==> src/rtl/mcinput_frame_decoder_pkg.sv <==
// Shared types and constants for the GBT RX frame decoder: the motor input record,
// its safe value, the frame marker and the link supervision states.
package mcinput_frame_decoder_pkg;

    typedef struct packed {
        logic       OH;
        logic       StepPFail;
        logic [1:0] RawSwitches_b2;
    } mcinput_t;

    localparam int NUM_MOTORS = 16;

    localparam logic [15:0] GEFE_INTERLOCK = 16'h92AC;
    localparam logic [15:0] FRAME_MARKER   = GEFE_INTERLOCK[15:0];

    // Both extremities active: any MC unit reading this blocks motion.
    localparam mcinput_t MCINPUT_SAFE = '{OH: 1'b1, StepPFail: 1'b1, RawSwitches_b2: 2'b11};

    typedef enum logic {
        DOWN = 1'b0,
        UP   = 1'b1
    } linkstate_t;

endpackage

==> src/rtl/mcinput_debounce.sv <==
// One motor's input debouncer: tracks a candidate value across accepted frames and
// moves it to the output once it has been seen g_DebounceFrames times in a row.
module mcinput_debounce
    import mcinput_frame_decoder_pkg::*;
#(
    parameter int g_DebounceFrames = 3
) (
    input  logic       Clk_ik,
    input  logic       Rst_ir,
    input  logic [3:0] Field_i,
    input  logic       Accept_i,
    input  logic       Load_i,
    input  logic       Clear_i,
    output logic [3:0] Out_o,
    output logic       Changed_o
);

    localparam int              CW      = $clog2(g_DebounceFrames + 1);
    localparam logic [CW-1:0]   CNT_MAX = CW'(g_DebounceFrames);

    logic [3:0]    cand_q, cand_d;
    logic [CW-1:0] cnt_q,  cnt_d;
    logic [3:0]    out_q,  out_d;

    always_comb begin
        cand_d    = cand_q;
        cnt_d     = cnt_q;
        out_d     = out_q;
        Changed_o = 1'b0;
        if (Clear_i) begin
            cand_d = '0;
            cnt_d  = '0;
            out_d  = MCINPUT_SAFE;
        end else if (Load_i) begin
            // Link coming up: adopt the frame as-is, considered already stable.
            cand_d = Field_i;
            cnt_d  = CNT_MAX;
            out_d  = Field_i;
        end else if (Accept_i) begin
            if (Field_i == cand_q) begin
                cnt_d = (cnt_q == CNT_MAX) ? cnt_q : cnt_q + CW'(1);
            end else begin
                cand_d = Field_i;
                cnt_d  = CW'(1);
            end
            if ((cnt_d == CNT_MAX) && (cand_d != out_q)) begin
                out_d     = cand_d;
                Changed_o = 1'b1;
            end
        end
    end

    always_ff @(posedge Clk_ik) begin
        if (Rst_ir) begin
            cand_q <= '0;
            cnt_q  <= '0;
            out_q  <= MCINPUT_SAFE;
        end else begin
            cand_q <= cand_d;
            cnt_q  <= cnt_d;
            out_q  <= out_d;
        end
    end

    assign Out_o = out_q;

endmodule

==> src/rtl/mcinput_frame_decoder.sv <==
// Receive-side GBT frame decoder: marker check, per-motor debounce, link watchdog FSM,
// sticky change flags with IRQ strobe, and frame/marker-error statistics.
module mcinput_frame_decoder
    import mcinput_frame_decoder_pkg::*;
#(
    parameter int g_DebounceFrames = 3,
    parameter int g_LinkTimeout    = 1024
) (
    input  logic                  Clk_ik,
    input  logic                  Rst_ir,
    input  logic [79:0]           RxFrame_ib80,
    input  logic                  RxValid_i,
    input  logic                  RxReady_i,
    input  logic [15:0]           ClearChange_i,
    output mcinput_t [15:0]       MotorInputs_ox,
    output logic [15:0]           ChangeFlags_ob16,
    output logic                  ChangeIrq_o,
    output logic                  LinkUp_o,
    output logic [15:0]           FrameCount_ob16,
    output logic [15:0]           MarkerErrors_ob16
);

    localparam int WDW = $clog2(g_LinkTimeout + 1);
    localparam int UPW = $clog2(g_DebounceFrames + 1);

    // Input capture stage: every decision is taken one cycle after the sampling edge.
    logic [63:0] frame_q;
    logic        acc_q;
    logic        mkerr_q;
    logic        ready_q;
    logic        marker_ok;

    assign marker_ok = (RxFrame_ib80[79:64] == FRAME_MARKER);

    always_ff @(posedge Clk_ik) begin
        if (Rst_ir) begin
            frame_q <= '0;
            acc_q   <= 1'b0;
            mkerr_q <= 1'b0;
            ready_q <= 1'b0;
        end else begin
            frame_q <= RxFrame_ib80[63:0];
            acc_q   <= RxValid_i & RxReady_i & marker_ok;
            mkerr_q <= RxValid_i & RxReady_i & ~marker_ok;
            ready_q <= RxReady_i;
        end
    end

    linkstate_t     state_q, state_d;
    logic [WDW-1:0] wd_q,    wd_d;
    logic [UPW-1:0] upcnt_q, upcnt_d;
    logic [15:0]    flags_q, flags_d;
    logic           irq_q,   irq_d;
    logic [15:0]    fcnt_q,  fcnt_d;
    logic [15:0]    merr_q,  merr_d;
    logic           go_up, go_down, db_accept;
    logic [15:0]    changed;

    assign go_up   = (state_q == DOWN) && acc_q && (upcnt_q == UPW'(g_DebounceFrames - 1));
    // An accepted frame in the timeout cycle keeps the link alive.
    assign go_down = (state_q == UP) &&
                     (!ready_q || (!acc_q && (wd_q == WDW'(g_LinkTimeout))));
    assign db_accept = (state_q == UP) && acc_q && !go_down;

    always_comb begin
        state_d = state_q;
        upcnt_d = upcnt_q;
        wd_d    = '0;
        fcnt_d  = fcnt_q;
        merr_d  = merr_q;
        if (go_up) begin
            state_d = UP;
        end else if (go_down) begin
            state_d = DOWN;
        end
        if (state_q == DOWN) begin
            if (acc_q) begin
                upcnt_d = go_up ? '0 : upcnt_q + UPW'(1);
            end
        end else begin
            upcnt_d = '0;
            if (!go_down && !acc_q) begin
                wd_d = (wd_q == WDW'(g_LinkTimeout)) ? wd_q : wd_q + WDW'(1);
            end
        end
        if (acc_q) begin
            fcnt_d = fcnt_q + 16'd1;
        end
        if (mkerr_q && (merr_q != 16'hFFFF)) begin
            merr_d = merr_q + 16'd1;
        end
        flags_d = (flags_q & ~ClearChange_i) | changed;
        irq_d   = |(changed & ~flags_q);
    end

    always_ff @(posedge Clk_ik) begin
        if (Rst_ir) begin
            state_q <= DOWN;
            wd_q    <= '0;
            upcnt_q <= '0;
            flags_q <= '0;
            irq_q   <= 1'b0;
            fcnt_q  <= '0;
            merr_q  <= '0;
        end else begin
            state_q <= state_d;
            wd_q    <= wd_d;
            upcnt_q <= upcnt_d;
            flags_q <= flags_d;
            irq_q   <= irq_d;
            fcnt_q  <= fcnt_d;
            merr_q  <= merr_d;
        end
    end

    genvar gi;
    generate
        for (gi = 0; gi < NUM_MOTORS; gi++) begin : g_motor
            logic [3:0] out_w;
            mcinput_debounce #(
                .g_DebounceFrames(g_DebounceFrames)
            ) u_debounce (
                .Clk_ik   (Clk_ik),
                .Rst_ir   (Rst_ir),
                .Field_i  (frame_q[4*gi +: 4]),
                .Accept_i (db_accept),
                .Load_i   (go_up),
                .Clear_i  (go_down),
                .Out_o    (out_w),
                .Changed_o(changed[gi])
            );
            assign MotorInputs_ox[gi] = mcinput_t'(out_w);
        end
    endgenerate

    assign ChangeFlags_ob16  = flags_q;
    assign ChangeIrq_o       = irq_q;
    assign LinkUp_o          = (state_q == UP);
    assign FrameCount_ob16   = fcnt_q;
    assign MarkerErrors_ob16 = merr_q;

endmodule
==> config.mk <==
export PLATFORM = sky130hd
export DESIGN_NAME = mcinput_frame_decoder
export DESIGN_NICKNAME = d
export VERILOG_FILES = /design/src/rtl/mcinput_frame_decoder_pkg.sv /design/src/rtl/mcinput_debounce.sv /design/src/rtl/mcinput_frame_decoder.sv
export SDC_FILE = /design/constraint.sdc
export NUM_CORES = 1
export LEC_CHECK = 0
export ABC_AREA = 1
export CORE_MARGIN = 1
export CORE_UTILIZATION = 43
export CTS_CLUSTER_DIAMETER = 50
export CTS_CLUSTER_SIZE = 14
export DETAILED_ROUTE_END_ITERATION = 7
export PLACE_DENSITY_LB_ADDON = 0.3
export SYNTH_ARGS = -nofsm -noshare
export SYNTH_HDL_FRONTEND = slang
export SYNTH_SLANG_ARGS = --single-unit
==> constraint.sdc <==
create_clock -name Clk_ik -period 2.5 [get_ports Clk_ik]
set_input_delay 0.375 -clock Clk_ik [delete_from_list [all_inputs] [get_ports Clk_ik]]
set_output_delay 0.375 -clock Clk_ik [all_outputs]
set_load 0.05 [all_outputs]
==> metrics.txt <==
status=finished, final reports clean; diodes inserted=0; # clock sinks=290; most frequent cells in the layout=nand2_1 (459), dfxtp_1 (290), inv_1 (275); Tightest Pin Transition=725 ps; RePlAce Congestion=0.808; number of distinct library cells after synthesis=40; GR Overflow Total=0; clock skew=16.2 ps; CP required=roughly 2100 ps; die height=175 um; CP Cell Sequence=clkdlybuf4s50_1; M2 GR Usage=0.346; VDD IR max=0.000525 V; r2r endpoint=wd_q[2]; sequential share of the synthesized area=0.453; mean post-synth cell area=7.20 sq um; Synth warnings=0; vias in the first global route=10,800; CP Data Arrival Time=roughly 1900 ps; Post-Syn Area=12,800 sq um; Core ar.=29,000 sq um; Power per Cell Area=~600 nW/um^2; Top FF cell, synth=dfxtp_1; R2R depth=11; Max clock buf depth=3; Most Crowded Layer GR=met2; IO Port Bufs=213; # nets final=roughly 2,100; most common cell after layout, fill and taps aside=nand2_1; initial antenna violation count=0; FILL cells=roughly 2,600; clock root cell=clkbuf_16; Hold WC Path Type=input port to register; worst reg2reg setup slack=390 ps; total setup buffers inserted after CTS=0; Final Max Slew Viols=0; clk slew on worst S/H paths=70 ps; share of synthesized flip-flops with an asynchronous set or reset=0; crit path launch type=register; RR Startpoint=wd_q[0]; M1 GR Usage=0.264; final WL=31,500 um; clk_lat worst skew=560 ps; Syn Nets=1,884; final setup vio count=0; RSZ-0062 raised after global routing=no; cts bufs inserted=31; pre-CTS setup slack=379 ps; DR pass1 iterations=7; FP Rows=62; Initial Utilization=0.442; crit end category=primary output; number of synthesized flops with an enable pin=0; pin count of the biggest net entering global routing=83; Critical path buffers and inverters=1; CP max FO=5; Post-DP Area=15,300 sq um; setup TNS=0 ps; Crit path max-delay family=buffers and inverters; first-pass GRT wire length=52,000 um; CTS hold repair buffers=0; post-route ant nets=0; slowest CP cell=clkdlybuf4s50_1; DR WL/cell=13.2 um; P&R area growth vs syn=27.0%; H-tree lvl count=1; All-Layer GR Usage=0.204; Slew headroom=0.516; Die Area=30,500 sq um; synthesized flop and latch total=290; layout cell share with drive strength beyond 1=0.0708; CTS tree=yes; Chip Width=175 um; hold path endpoint=ready_q; vias per inst=4.85; HPWL after detailed placement=21,800 um; Top Ports=214; DRC=0; FMAX=445 MHz; WHS Path Cells=2; final hold vios=0; crit path setup slack, layout=254 ps; design area=16,300 sq um; Pleak=6.76 nW; vias=roughly 12,000; post-route minimum period=2250 ps; crit share post-route=0.898; worst hold start=Rst_ir; met3 track demand over resource=0.0444; Crit Path Category=register to primary output; max-cap viol count=0; PostCTS Resize Cnt=0; initial DRC count=822; Cells after Synth=between 1,500 and 2,000; Critical Path Max Stage Delay=880 ps
-- per-layer routing --
layer / share of wire / vias up
met1: 0.45 / 5250
met4: 0.018 / 0
met3: 0.069 / 46
li1: - / 6005
met2: 0.46 / 285
met5: 0 / -
-- cells by family after synthesis --
family | synth area share
AND/OR/NAND/NOR | 0.267
XOR/XNOR | 0.0437
buffers and inverters | 0.106
AO/OA/AOI/OAI | 0.126
flip-flops | 0.453
adder cells (fa/ha/maj) | 0.00391
-- sequential cells by signal, summed over array words and instances, names as in the netlist, 2 cells and up --
register / flops
ChangeFlags_ob16: 16
FrameCount_ob16: 16
MarkerErrors_ob16: 16
frame_q: 64
g_motor.u_debounce.Out_o: 64
g_motor.u_debounce.cand_q: 64
g_motor.u_debounce.cnt_q: 32
upcnt_q: 2
wd_q: 11
-- power breakdown --
part | switching (mW) | internal, mW | total [mW]
combinational | 0.252 | 0.252 | 0.505
clock | 1.93 | 2.63 | 4.57
sequential | 0.0788 | 4.68 | 4.76
-- how the worst max path moves through the flow --
stage                                     from                    to  slack, ps  cells after the start
after floorplan           MarkerErrors_ob16[0]  MarkerErrors_ob16[8]        510                     10
final                       FrameCount_ob16[0]    FrameCount_ob16[0]        250                      1
after global routing                   wd_q[0]               wd_q[3]        180                     11
after global placement                 wd_q[0]               wd_q[2]        480                     11
after CTS                   FrameCount_ob16[3]    FrameCount_ob16[3]        240                      1
after detailed placement               wd_q[0]               wd_q[2]        380                     11
-- through the flow --
| stage | instances | utilization | total power, mW | hold WS (ps) |
|---|---|---|---|---|
| 2_1_floorplan | 1780 | - | 5.12 | 431 |
| 3_3_place_gp | 2338 | 0.526 | 5.36 | 444 |
| 3_5_place_dp | 2338 | 0.526 | 5.36 | 455 |
| 4_1_cts | 2390 | 0.561 | 9.94 | 40.8 |
| 5_1_grt | 2390 | 0.561 | 10.2 | 54.9 |
| 6_report | 2390 | 0.561 | 9.83 | 71.6 |
-- worst reg2reg max path, delay by kind of cell, from the launching register on --
family,cells,cell delay [ps]
AND/OR/NAND/NOR,5,640
buffers and inverters,3,420
AO/OA/AOI/OAI,2,400
flip-flops,1,360
adder cells (fa/ha/maj),1,200
-- Yosys cell counts (all sizes together), types with 2 or more instances --
| library cell | number | share of area |
|---|---|---|
| o211ai | 16 | 0.0094 |
| clkbuf | 21 | 0.0062 |
| nor2 | 181 | 0.053 |
| nand2 | 460 | 0.13 |
| dfxtp | 290 | 0.45 |
| a221oi | 13 | 0.0089 |
| ha | 4 | 0.0039 |
| o22ai | 2 | 0.00098 |
| o21a | 3 | 0.0018 |
| nand3 | 65 | 0.027 |
| nor4 | 4 | 0.0029 |
| buf | 34 | 0.017 |
| nand4 | 41 | 0.020 |
| a211oi | 7 | 0.0041 |
| nor3b | 3 | 0.0021 |
| xnor2 | 29 | 0.020 |
| inv | 282 | 0.083 |
| a21oi | 150 | 0.068 |
| nand3b | 2 | 0.0012 |
| a31oi | 8 | 0.0039 |
| o21ai | 74 | 0.029 |
| nor3 | 23 | 0.011 |
| xor2 | 35 | 0.024 |
| or2 | 28 | 0.014 |
-- cell type report --
type	count	area [sq um]	area share
Clock buffer	36	805	0.0494
Clock inverter	16	199	0.0122
Inverter	283	1060	0.0653
Multi-Input combinational cell	1152	5660	0.348
Sequential cell	290	5810	0.357
Tap cell	384	480	0.0295
Timing Repair Buffer	229	2260	0.139
(Power assumes the default switching activity.)
